--- src/rtl/fifo_pkg.sv ---
// Shared constants for the synchronous FIFO: show-ahead mode selectors and the
// occupancy counter width, which must be able to represent a completely full FIFO.
package fifo_pkg;

    localparam int SHOWAHEAD_OFF = 32'sd0;
    localparam int SHOWAHEAD_ON  = 32'sd1;

    function automatic int usedw_width(input int addr_width);
        return addr_width + 32'sd1;
    endfunction

endpackage

--- src/rtl/ram_sdp.sv ---
// Simple dual-port RAM, one write port and one registered read port.
// A read that hits the address being written in the same cycle returns the new word.
module ram_sdp #(
    parameter int DATA_WIDTH = 32,
    parameter int ADDR_WIDTH = 4
) (
    input  logic                  clock,
    input  logic                  sclr,
    input  logic                  wr_en,
    input  logic [ADDR_WIDTH-1:0] wr_addr,
    input  logic [DATA_WIDTH-1:0] wr_data,
    input  logic                  rd_en,
    input  logic [ADDR_WIDTH-1:0] rd_addr,
    output logic [DATA_WIDTH-1:0] rd_data
);

    logic [DATA_WIDTH-1:0] mem_r [(32'sd1 << ADDR_WIDTH)];

    // storage array: contents survive sclr
    always_ff @(posedge clock) begin
        if (wr_en) begin
            mem_r[wr_addr] <= wr_data;
        end
    end

    // read register, write-first on address collision so a prefetch sees a same-edge write
    always_ff @(posedge clock) begin
        if (sclr) begin
            rd_data <= {DATA_WIDTH{1'b0}};
        end else if (rd_en) begin
            if (wr_en && (wr_addr == rd_addr)) begin
                rd_data <= wr_data;
            end else begin
                rd_data <= mem_r[rd_addr];
            end
        end
    end

endmodule

--- src/rtl/fifo_sync.sv ---
// Synchronous FIFO: pointers, occupancy counter, registered flags and error pulses,
// plus the show-ahead prefetch addressing in front of the ram_sdp storage.
module fifo_sync
    import fifo_pkg::*;
#(
    parameter int DATA_WIDTH       = 32,
    parameter int ADDR_WIDTH       = 4,
    parameter int SHOWAHEAD        = SHOWAHEAD_OFF,
    parameter int ALMOST_FULL_LVL  = (32'sd1 << ADDR_WIDTH) - 32'sd2,
    parameter int ALMOST_EMPTY_LVL = 32'sd2
) (
    input  logic                                 clock,
    input  logic                                 sclr,
    input  logic [DATA_WIDTH-1:0]                data,
    input  logic                                 wrreq,
    input  logic                                 rdreq,
    output logic [DATA_WIDTH-1:0]                q,
    output logic                                 empty,
    output logic                                 full,
    output logic                                 almost_empty,
    output logic                                 almost_full,
    output logic [usedw_width(ADDR_WIDTH)-1:0]   usedw,
    output logic                                 overflow,
    output logic                                 underflow
);

    localparam int UW = usedw_width(ADDR_WIDTH);
    localparam logic [UW-1:0]         DEPTH_C = UW'(32'sd1 << ADDR_WIDTH);
    localparam logic [UW-1:0]         AF_LVL  = UW'(ALMOST_FULL_LVL);
    localparam logic [UW-1:0]         AE_LVL  = UW'(ALMOST_EMPTY_LVL);
    localparam logic [UW-1:0]         CNT_ONE = UW'(1'b1);
    localparam logic [ADDR_WIDTH-1:0] PTR_ONE = ADDR_WIDTH'(1'b1);

    if ((ADDR_WIDTH < 32'sd1) || (ALMOST_EMPTY_LVL < 32'sd1) ||
        (ALMOST_EMPTY_LVL > ALMOST_FULL_LVL) ||
        (ALMOST_FULL_LVL > (32'sd1 << ADDR_WIDTH)) ||
        ((SHOWAHEAD != SHOWAHEAD_OFF) && (SHOWAHEAD != SHOWAHEAD_ON))) begin : g_bad_params
        $error("fifo_sync: illegal parameter combination");
    end

    logic [ADDR_WIDTH-1:0] wr_ptr_r;
    logic [ADDR_WIDTH-1:0] rd_ptr_r;
    logic [ADDR_WIDTH-1:0] wr_ptr_nxt_s;
    logic [ADDR_WIDTH-1:0] rd_ptr_nxt_s;
    logic [UW-1:0]         usedw_r;
    logic [UW-1:0]         usedw_nxt_s;
    logic                  wr_accept_s;
    logic                  rd_accept_s;
    logic                  ram_wr_en_s;
    logic                  ram_rd_en_s;
    logic [ADDR_WIDTH-1:0] ram_rd_addr_s;
    logic                  empty_r;
    logic                  full_r;
    logic                  almost_empty_r;
    logic                  almost_full_r;
    logic                  overflow_r;
    logic                  underflow_r;

    // acceptance, next pointers/count, and RAM read control
    always_comb begin
        wr_accept_s  = wrreq && !full_r;
        rd_accept_s  = rdreq && !empty_r;
        ram_wr_en_s  = wr_accept_s && !sclr;
        wr_ptr_nxt_s = wr_accept_s ? (wr_ptr_r + PTR_ONE) : wr_ptr_r;
        rd_ptr_nxt_s = rd_accept_s ? (rd_ptr_r + PTR_ONE) : rd_ptr_r;
        case ({wr_accept_s, rd_accept_s})
            2'b10:   usedw_nxt_s = usedw_r + CNT_ONE;
            2'b01:   usedw_nxt_s = usedw_r - CNT_ONE;
            default: usedw_nxt_s = usedw_r;
        endcase
        // show-ahead keeps the read register loaded with the word at the next head
        if (SHOWAHEAD == SHOWAHEAD_ON) begin
            ram_rd_addr_s = rd_ptr_nxt_s;
            ram_rd_en_s   = (usedw_nxt_s != {UW{1'b0}});
        end else begin
            ram_rd_addr_s = rd_ptr_r;
            ram_rd_en_s   = rd_accept_s;
        end
    end

    // pointer, counter, flag and error-pulse registers
    always_ff @(posedge clock) begin
        if (sclr) begin
            wr_ptr_r       <= {ADDR_WIDTH{1'b0}};
            rd_ptr_r       <= {ADDR_WIDTH{1'b0}};
            usedw_r        <= {UW{1'b0}};
            empty_r        <= 1'b1;
            full_r         <= 1'b0;
            almost_empty_r <= 1'b1;
            almost_full_r  <= 1'b0;
            overflow_r     <= 1'b0;
            underflow_r    <= 1'b0;
        end else begin
            wr_ptr_r       <= wr_ptr_nxt_s;
            rd_ptr_r       <= rd_ptr_nxt_s;
            usedw_r        <= usedw_nxt_s;
            empty_r        <= (usedw_nxt_s == {UW{1'b0}});
            full_r         <= (usedw_nxt_s == DEPTH_C);
            almost_empty_r <= (usedw_nxt_s < AE_LVL);
            almost_full_r  <= (usedw_nxt_s >= AF_LVL);
            overflow_r     <= wrreq && full_r;
            underflow_r    <= rdreq && empty_r;
        end
    end

    ram_sdp #(
        .DATA_WIDTH (DATA_WIDTH),
        .ADDR_WIDTH (ADDR_WIDTH)
    ) u_ram (
        .clock   (clock),
        .sclr    (sclr),
        .wr_en   (ram_wr_en_s),
        .wr_addr (wr_ptr_r),
        .wr_data (data),
        .rd_en   (ram_rd_en_s),
        .rd_addr (ram_rd_addr_s),
        .rd_data (q)
    );

    assign empty        = empty_r;
    assign full         = full_r;
    assign almost_empty = almost_empty_r;
    assign almost_full  = almost_full_r;
    assign usedw        = usedw_r;
    assign overflow     = overflow_r;
    assign underflow    = underflow_r;

endmodule

--- config.mk ---
export PLATFORM = sky130hd
export DESIGN_NAME = fifo_sync
export DESIGN_NICKNAME = d
export VERILOG_FILES = /design/src/rtl/fifo_pkg.sv /design/src/rtl/ram_sdp.sv /design/src/rtl/fifo_sync.sv
export SDC_FILE = /design/constraint.sdc
export NUM_CORES = 1
export LEC_CHECK = 0
export CORE_AREA = 3 3 173 242
export DETAILED_ROUTE_END_ITERATION = 10
export DIE_AREA = 0 0 176 245
export GPL_ROUTABILITY_DRIVEN = 0
export PLACE_DENSITY = 0.72
export SYNTH_ARGS = -nofsm -noshare
export SYNTH_HDL_FRONTEND = slang
export SYNTH_SLANG_ARGS = --single-unit
--- constraint.sdc ---
create_clock -name clock -period 6.36 [get_ports clock]
set_clock_uncertainty 0.1 [all_clocks]
set_input_delay 1.272 -clock clock [delete_from_list [all_inputs] [get_ports clock]]
set_output_delay 1.272 -clock clock [all_outputs]
set_load 0.05 [all_outputs]
==> results.sh <==
export IMPL_cp_buffers_inverters=4
export IMPL_tns_ps=0
export IMPL_placed_area_sq_um=23200
export IMPL_irDropWorstVdd_mv=0.287
export IMPL_hold_viol_final=0
export IMPL_cp_top_family="buffers and inverters"
export IMPL_cp_depth=12
export IMPL_switchingPower_mw=2.20
export IMPL_p_int_mw=6.56
export IMPL_die_area_sq_um=43100
export IMPL_critPathSlowestCell="buf_4"
export IMPL_ys_ff_latch=563
export IMPL_grt_pass1_vias=11418
export IMPL_setup_viol=0
export IMPL_initial_utilization=0.549
export IMPL_rsz0062_at_grt="false"
export IMPL_cts_tree="built"
export IMPL_drive_gt1_frac=0.232
export IMPL_seq_area_frac_synth=0.753
export IMPL_r2r_end="full"
export IMPL_worstSetupPathType="input port to flip-flop"
export IMPL_coreArea_sq_um=39700
export IMPL_grt_pass1_wl_mm=70.3
export IMPL_leakagePower_nw=7.70
export IMPL_synth_most_common_cell="edfxtp_1"
export IMPL_die_w_microns=176
export IMPL_synth_cell_type_count=46
export IMPL_crit_top_cell="buf_4"
export IMPL_power_frac_clock=0.358
export IMPL_n_fill_cell=2645
export IMPL_die_height_microns=245
export IMPL_place_inst=1649
export IMPL_hold_slack_ps=342
export IMPL_grt_max_degree=98
export IMPL_drt_initial_drc_count=1084
export IMPL_syn_num_nets=1126
export IMPL_power_frac_comb=0.157
export IMPL_critical_path_required_ps=6700
export IMPL_synth_top_cell_area_share=0.706
export IMPL_num_rows=86
export IMPL_cts_sinks=563
export IMPL_fmax_ghz=0.244
export IMPL_outcome="complete, no violations"
export IMPL_area_growth_pct=14.6
export IMPL_first_pass_iters=5
export IMPL_min_period_over_period=0.644
export IMPL_r2r_slack_ps=3060
export IMPL_cts_resized=0
export IMPL_cts_htree_levels=2
export IMPL_diodes=0
export IMPL_fin_area_sq_um=25000
export IMPL_synthFlopType="edfxtp_1"
export IMPL_yosys_warnings=0
export IMPL_netlist_instances=1083
export IMPL_routed_via_density=6.17
export IMPL_yosys_top_cells_area="edfxtp_1 (71%), mux4_2 (14%), dfxtp_1 (4.7%)"
export IMPL_syn_area_per_cell_sq_um=20.1
export IMPL_placement_io_buffers=78
export IMPL_fin_cells=1744
export IMPL_hpwl_mm=24.9
export IMPL_path_cells="clkdlybuf4s50_1 -> nand2b_2 -> buf_4 -> inv_2 -> buf_4 -> ha_1 -> nor4b_1 -> a31oi_1 -> a221oi_1 -> xnor2_1 -> nor2_1 -> and3_1"
export IMPL_path_max_fanout=39
export IMPL_yosysTopAreaCell="edfxtp_1"
export IMPL_async_flop_share=0
export IMPL_finalCriticalPeriod_ps=4100
export IMPL_critPathCaptureType="flip-flop"
export IMPL_setup_worst_path_end="full"
export IMPL_io_pins=79
export IMPL_ctsHoldBuffers=0
export IMPL_root_buffer="clkbuf_16"
export IMPL_path_clk_slew_ps=60
export IMPL_layout_nets=1218
export IMPL_cp_start_kind="input port"
export IMPL_cts_buffers=52
export IMPL_clockBufferDepth=3
export IMPL_antenna_left=0
export IMPL_clk_latency_ps=570
export IMPL_wl_per_cell_microns=26.2
export IMPL_max_slew_worst_pin_slew_ps=1230
export IMPL_hold_path_class="flip-flop to flip-flop"
export IMPL_cp_arrival_ps=4440
export IMPL_wirelength_mm=45.7
export IMPL_final_util=0.629
export IMPL_yosys_top_cells_count="edfxtp_1 (512), mux4_2 (134), nand2_1 (61), dfxtp_1 (51), nor2_1 (46)"
export IMPL_slew_violations=0
export IMPL_synth_area_sq_um=21800
export IMPL_seqPwrFrac=0.485
export IMPL_synth_edff_count=512
export IMPL_postCtsSetupBuffers=0
export IMPL_vias=10758
export IMPL_powerDensity_nw_per_um2=351
export IMPL_grt_overflow_total=0
export IMPL_antenna_found_initial=0
export IMPL_r2r_cells=11
export IMPL_p_sw_frac=0.251
export IMPL_globalRouteTotalUtil=0.219
export IMPL_startpoint="rdreq"
export IMPL_cpPeakStageDelay_ps=510
export IMPL_drc=0
export IMPL_cap_violations=0
export IMPL_regToRegStartpoint="empty"
export IMPL_relSlewSlack=0.178
-- metal layers --
metal	global-route usage	share of wire	wire length, microns
met1	0.284	0.38	17200
met2	0.382	0.53	24400
met3	0.0371	0.068	3120
met4	0.0657	0.022	1020
met5	0	0	0
-- power by group through the flow --
stage / clock (mW) / sequential, mW / combinational, mW
after CTS: 3.18 / 4.26 / 1.39
after global routing: 3.33 / 4.27 / 1.47
final: 3.14 / 4.25 / 1.37
after detailed placement: 0 / 4.34 / 1.38
after floorplan: 0 / 4.49 / 0.814
after global placement: 0 / 4.33 / 1.36
-- per-stage QoR --
stage	power, mW	setup WS [ps]
finish	8.77	2260
global route	9.07	2160
CTS	8.83	2350
detailed placement	5.71	1790
global placement	5.69	1810
floorplan	5.30	1620
-- cell type report --
cell class / count / area [sq um] / share of cell area
Sequential cell: 563 / 16400 / 0.657
Multi-Input combinational cell: 447 / 5120 / 0.205
Clock buffer: 60 / 1370 / 0.0550
Timing Repair Buffer: 105 / 1020 / 0.0407
Tap cell: 528 / 661 / 0.0265
Clock inverter: 35 / 360 / 0.0144
Inverter: 6 / 27.5 / 0.00110
-- how the worst min path moves through the flow --
stage	depth (start not counted)	end	startpoint	slack, ps
final	2	underflow	empty	340
after global routing	2	underflow	empty	360
after floorplan	2	wr_ptr_r[0]	wr_ptr_r[0]	400
after CTS	2	underflow	empty	350
after detailed placement	2	underflow	empty	340
after global placement	2	u_ram.rd_data[26]	u_ram.rd_data[26]	350
-- placed cells by master (no fill, tap or decap), drive strengths merged, types with 14 or more instances in the layout --
cell type and n:
edfxtp 512, clkinv 25, clkdlybuf4s50 77, nand2 62
mux4 134, a21oi 37, o21ai 15, buf 28
mux2i 27, a221oi 14, nor2 46, clkbuf 60
a211oi 19, dfxtp 51
-- worst min-delay path, stage by stage (launching register included) --
cell	delay, ps
dfxtp_1	320
nand2_1	60
nor2_1	30
-- state kept, by name, summed over array words and instances (netlist names) --
| name | flops |
|---|---|
| u_ram.mem_r | 512 |
| overflow | 1 |
| full | 1 |
| usedw | 5 |
| wr_ptr_r | 4 |
| almost_full | 1 |
| underflow | 1 |
| almost_empty | 1 |
| u_ram.rd_data | 32 |
| ram_rd_addr_s | 4 |
| empty | 1 |
-- kinds of logic after synthesis --
kind of cell / share of synthesized area
DFF: 0.753
muxes: 0.158
and+or+nand+nor: 0.0287
AOI/OAI and AO/OA: 0.0322
buffers and inverters: 0.0178
xor gates and xnor gates: 0.00712
adders and majority gates: 0.00402
Power figures use the tool's default switching activity.
